===== src/rtl/wb_arbiter.sv =====
// Writeback arbiter: ALU results go straight to the RF write port; LSU results queue in a FIFO and drain when the ALU is idle.
// Define WB_SCOREBOARD_EN to build the pending-write scoreboard; otherwise pending is tied to zero.
module wb_arbiter #(
    parameter int DEPTH = 4
) (
    input  logic        clk,
    input  logic        rst,
    input  logic        alu_valid,
    input  logic [4:0]  alu_rd,
    input  logic [31:0] alu_result,
    input  logic        lsu_valid,
    output logic        lsu_ready,
    input  logic [4:0]  lsu_rd,
    input  logic [31:0] lsu_data,
    input  logic        issue_long,
    input  logic [4:0]  issue_rd,
    output logic        stall_req,
    output logic [31:0] pending,
    output logic        regwrite,
    output logic [4:0]  ad3,
    output logic [31:0] wd3
);
    localparam int AW = $clog2(DEPTH);

    typedef struct packed {
        logic [4:0]  rd;
        logic [31:0] data;
    } wb_ent_t;

    wb_ent_t     mem [DEPTH];
    wb_ent_t     head;
    logic [AW:0] wptr, rptr, count;
    logic        full, empty, push, pop;

    // Extra pointer bit distinguishes full from empty when the indices match.
    assign count     = wptr - rptr;
    assign full      = (count == (AW+1)'(DEPTH));
    assign empty     = (count == '0);
    assign lsu_ready = !full && !rst;
    assign stall_req = full;
    assign push      = lsu_valid && lsu_ready;
    assign pop       = !alu_valid && !empty;
    assign head      = mem[rptr[AW-1:0]];

    always_ff @(posedge clk) begin
        if (push) mem[wptr[AW-1:0]] <= '{rd: lsu_rd, data: lsu_data};
    end

    always_ff @(posedge clk) begin
        if (rst) begin
            wptr <= '0;
            rptr <= '0;
        end else begin
            if (push) wptr <= wptr + (AW+1)'(1);
            if (pop)  rptr <= rptr + (AW+1)'(1);
        end
    end

    // x0 targets still take the port slot and pop, but never assert the enable.
    always_ff @(posedge clk) begin
        if (rst) begin
            regwrite <= 1'b0;
            ad3      <= '0;
            wd3      <= '0;
        end else if (alu_valid) begin
            regwrite <= (alu_rd != '0);
            ad3      <= alu_rd;
            wd3      <= alu_result;
        end else if (pop) begin
            regwrite <= (head.rd != '0);
            ad3      <= head.rd;
            wd3      <= head.data;
        end else begin
            regwrite <= 1'b0;
        end
    end

`ifdef WB_SCOREBOARD_EN
    logic [31:0] sb_q, sb_set, sb_clr;

    always_comb begin
        sb_set = '0;
        sb_clr = '0;
        if (issue_long) sb_set = 32'd1 << issue_rd;
        if (pop)        sb_clr = 32'd1 << head.rd;
    end

    // Set is OR'd after the clear so a newer issue survives a same-cycle pop.
    always_ff @(posedge clk) begin
        if (rst) sb_q <= '0;
        else     sb_q <= ((sb_q & ~sb_clr) | sb_set) & ~32'd1;
    end

    assign pending = sb_q;
`else
    logic unused_issue;
    assign unused_issue = ^{issue_long, issue_rd};
    assign pending      = '0;
`endif

endmodule


===== config.mk =====
export PLATFORM = sky130hd
export DESIGN_NAME = wb_arbiter
export DESIGN_NICKNAME = d
export VERILOG_FILES = /design/src/rtl/wb_arbiter.sv
export SDC_FILE = /design/constraint.sdc
export NUM_CORES = 1
export LEC_CHECK = 0
export ABC_AREA = 1
export CORE_MARGIN = 2
export CORE_UTILIZATION = 45
export CTS_BUF_LIST = sky130_fd_sc_hd__clkbuf_8
export DETAILED_ROUTE_END_ITERATION = 10
export PLACE_DENSITY_LB_ADDON = 0.05
export SKIP_LAST_GASP = 1
export SLEW_MARGIN = 40
export SYNTH_ARGS = -nofsm -noshare
export SYNTH_HDL_FRONTEND = slang
export SYNTH_SLANG_ARGS = --single-unit

===== constraint.sdc =====
create_clock -name clk -period 9.9 [get_ports clk]
set_clock_uncertainty 0.1 [all_clocks]
set_input_delay 1.485 -clock clk [delete_from_list [all_inputs] [get_ports clk]]
set_output_delay 1.485 -clock clk [all_outputs]
set_load 0.03 [all_outputs]

Word-level counts from Yosys, hierarchy flattened --
Memory sizes are Yosys's and may differ from the RTL's. A register that Yosys moved wholly into a read port is not among the register bits. Cells that the tools add are included.
Word-level totals: bits of input ports 84, register bits after elaboration 44, logic and storage cells 31, output and inout bits 72, bits in writable memories 148, memories 1
Operators by class: equality and inequality tests 1, add/subtract/negate cells 3, reduce and logical (&&, ||, !) cells 11, multiplexer cells 10
Memories:
- mem | depth 4, width 37, rd ports 1, clocked after memory_dff 1, wr ports 1, line 30 | wb_ent_t mem [DEPTH];
Operator list (number):
- 32-bit two-way mux | 2
- 5-bit two-way mux | 2
- 5-bit nonzero test | 2
- 3-bit by 1-bit adder with 3-bit output (second input constant) | 2
- 1-bit logical NOT | 4
- 1-bit two-way mux | 4
- 2-bit two-way mux | 2
- 3-bit == test (second input constant) | 1
- 1-bit logical AND | 3
- 3-bit logical NOT | 1
- 3-bit subtractor | 1
- 2-bit nonzero test | 1

Logic depth before layout (Yosys ltp) --
depth in word-level cells 7, mapped depth 11, mapped depth without buffers 11

Worst setup path before layout --
Ideal clock, no wire load.
path type input to register, start point input port rst, end point memory mem[0][0] (netlist name), enable pin, data arrival time 3.503 ns, stages 4, path slack 5.865 ns, buffers on the path 1, data required time 9.369 ns, setup time 0.431 ns, cells stage by stage buf_2 -> inv_1 -> nand3_1 -> nor2_1
Between the ends: cells in the longest elaborated chain, start to end 5
RTL lines:
- start, declared | line 7 | input logic rst,
- 1-bit logical NOT | line 39 | assign lsu_ready = !full && !rst;
- 1-bit logical AND | line 39
- 1-bit logical AND | line 41 | assign push = lsu_valid && lsu_ready;
- 1-bit two-way mux | line 46 | if (push) mem[wptr[AW-1:0]] <= '{rd: lsu_rd, data: lsu_data};
- 1-bit two-way mux (not written as such) | line 46
- end, declared | line 30
No other way between the ends.

Final worst setup path --
start point input port rst, end point output port lsu_ready
Between the ends: cells in the longest elaborated chain, start to end 2
RTL lines:
- 1-bit logical NOT | line 39
- 1-bit logical AND | line 39
- end, declared | line 12 | output logic lsu_ready,
No other way between the ends.

==> flow_metrics.py <==
metrics = {
    "status": {
        "status": "finished, final reports clean",
    },
    "cells_and_area": {
        "antenna_cells": 0,
        "final_common_cell": "edfxtp_1",
        "design_area_sq_um": 9682,
        "final_cell_mix": "148 x edfxtp_1, 116 x clkdlybuf4s50_1, 111 x o21ai_0",
        "final_nets": 926,
        "drive_above_1_share_pct": 6.014,
        "area_growth_pct": 20.42,
    },
    "placement": {
        "dpl_cell_area_sq_um": 9280,
        "io_buffer_count": 117,
        "post-dp-hpwl_microns": 10130,
        "gp_congestion": 0.7257,
    },
    "critical_path": {
        "start_kind": "input pin",
        "worstReg2RegEnd": "mem[3][34]",
        "worst_setup_path_end_kind": "output pin",
        "crit_path_max_fanout": 9,
        "worst_r2r_startpoint": "wptr[1]",
        "slowest_stage": "clkdlybuf4s50_1",
        "max_stage_delay_ns": 0.66,
        "rr_worst_depth": 7,
        "cp.required_ns": 8.32,
        "worst-setup-path-type": "input pin to output pin",
        "r2r_slack_ns": 7.07,
        "path_cells": "clkdlybuf4s50_1 -> inv_1 -> nand2_1 -> inv_1 -> clkdlybuf4s50_1",
        "arrival_ns": 2.98,
    },
    "synthesis": {
        "syn_area_per_cell_sq_um": 10.95,
        "ys_ff_latch": 194,
        "ys_seq_area_share_pct": 66.73,
        "synth_edf_count": 148,
        "syn-cell-area_sq_um": 8040,
        "yosysWarnings": 0,
        "yosys_most_used_dff": "edfxtp_1",
        "syn_inst": 734,
        "async_reset_ff_share_pct": 0,
        "synth.distinct_cells": 24,
    },
    "floorplanning": {
        "die_h_microns": 137.7,
        "die-area_sq_um": 18950,
        "std_cell_rows": 48,
        "ios": 156,
        "core_sq_um": 17360,
        "die_w_microns": 137.7,
        "start_util_pct": 46.32,
    },
    "clock_network": {
        "clk_latency_ns": 0.45,
        "cts_buffers": 17,
        "cts_tree": "yes",
        "cts_root_buf": "clkbuf_8",
        "cts_hold_buf": 0,
        "cts-resized-gates": 0,
        "ctsLongestPathBuffers": 2,
        "cts_sinks": 194,
        "path_clk_slew_ns": 0.10,
        "cts_setup_buffers": 0,
        "h-tree-depth": 4,
    },
    "timing": {
        "max_freq_mhz": 218.9,
        "max_slew.worst_pin.slew_ns": 0.7033,
        "setup_violations": 0,
        "slew_headroom_pct": 53.11,
        "grt_setup_unrepaired": "false",
        "hold_viol": 0,
        "finalSetupTns_ns": 0,
        "period_share_pct": 46.15,
        "slew_viol_final": 0,
        "fin_crit_ns": 4.569,
    },
    "grt": {
        "antenna_found_initial": 0,
        "grt-ovfl-total": 0,
        "grtUsageTotal_pct": 18.81,
        "grt_pass1_vias": 5356,
        "grt_first_pass_wirelength_microns": 26730,
        "grt_max_degree": 76,
    },
    "routing": {
        "wl_met1_microns": 7568,
        "via_per_inst": 5.076,
        "vias": 5447,
        "firstDrtPassIters": 5,
        "avgRoutedWirePerCell_microns": 16.22,
        "ant_nets": 0,
        "wl_microns": 17400,
        "drc": 0,
        "wl_met3_microns": 853,
        "routed.top_layer": "met4",
        "drt_iter0_markers": 371,
        "wl_met2_microns": 8793,
    },
    "power_and_ir_drop": {
        "power_density_nw_per_um2": 257.0,
        "leakage_nw": 3.501,
        "ir_worst_vdd_uv": 140.4,
    },
    "min_path": {
        "hold_path_depth": 2,
        "min_from": "ad3[4]",
        "hold_class": "flop to flop",
        "min_to": "ad3[4]",
    },
    "job": {
        "maxCapViolations": 0,
    },
}
synthesized netlist by cell type (4+ instances only):
cell	instances	area (sq um)
edfxtp_1	148	4444
o21ai_0	111	555.5
nor2_1	103	386.6
nand2_1	99	371.6
dfxtp_1	46	920.9
a21oi_1	44	220.2
buf_4	36	270.3
o21ai_1	26	130.1
a21boi_0	22	165.2
inv_1	21	78.83
clkbuf_1	18	67.56
buf_2	15	75.07
nand3_1	13	65.06
a21boi_1	10	75.07
ha_1	7	87.58
buf_6	4	45.04
routing by layer:
layer  vias to the layer above  track usage, %
li1                       2677               -
met5                         -               0
met4                         0           5.326
met2                       137           32.73
met3                        16           4.599
met1                      2617           23.33
power by group:
part / leakage [nW] / switching, mW / internal, mW / total (mW)
Sequential: 1.72 / 0.0525 / 1.01 / 1.06
Combinational: 1.58 / 0.596 / 0.324 / 0.920
Clock: 0.198 / 0.271 / 0.238 / 0.508
Total: 3.50 / 0.920 / 1.57 / 2.49
worst max-delay path by stage:
stage                     start   endpoint  slack [ns]  depth (start not counted)
after floorplan             rst  mem[0][0]        5.87                          4
after global placement      rst  lsu_ready        5.32                          5
after detailed placement    rst  lsu_ready        5.31                          5
after CTS                   rst  lsu_ready        5.31                          5
after global routing        rst  lsu_ready        5.22                          5
final                       rst  lsu_ready        5.33                          5
kinds of logic after synthesis:
logic type / share of synthesized area (%)
xor+xnor: 0.2179
simple gates: 10.66
buf+inv: 7.003
compound gates: 14.25
flops: 66.73
other cells: 0.04664
fa+ha+maj: 1.089
worst max-delay path: cells and delay by family:
| kind | cells | cell delay (ns) |
|---|---|---|
| buffers and inverters | 4 | 1.44 |
| and+or+nand+nor | 1 | 0.06 |
registers in the layout, summed over array words and instances, names as in the netlist, named ones only:
| name | count |
|---|---|
| rptr | 3 |
| wptr | 3 |
| mem | 148 |
| regwrite | 1 |
| wd3 | 32 |
| ad3 | 5 |
cell type report:
class | instances | area (sq um)
Fill cell | 1493 | 7675
Sequential cell | 194 | 5366
Multi-Input combinational cell | 472 | 2258
Timing Repair Buffer | 126 | 1280
Tap cell | 225 | 281.5
Clock buffer | 19 | 261.5
Clock inverter | 13 | 133.9
Inverter | 24 | 100.1
through the flow:
| stage | std cells | hold slack, ns | util [%] | total power [mW] | setup WS, ns |
|---|---|---|---|---|---|
| after floorplan | 765 | 0.3629 | - | 1.684 | 5.865 |
| after global placement | 1039 | 0.3520 | 53.12 | 1.950 | 5.320 |
| after detailed placement | 1041 | 0.3607 | 53.47 | 2.004 | 5.314 |
| after CTS | 1073 | 0.3741 | 55.75 | 2.513 | 5.312 |
| after global routing | 1073 | 0.3885 | 55.78 | 2.641 | 5.221 |
| final | 1073 | 0.3734 | 55.78 | 2.488 | 5.331 |
(Power assumes the default switching activity.)
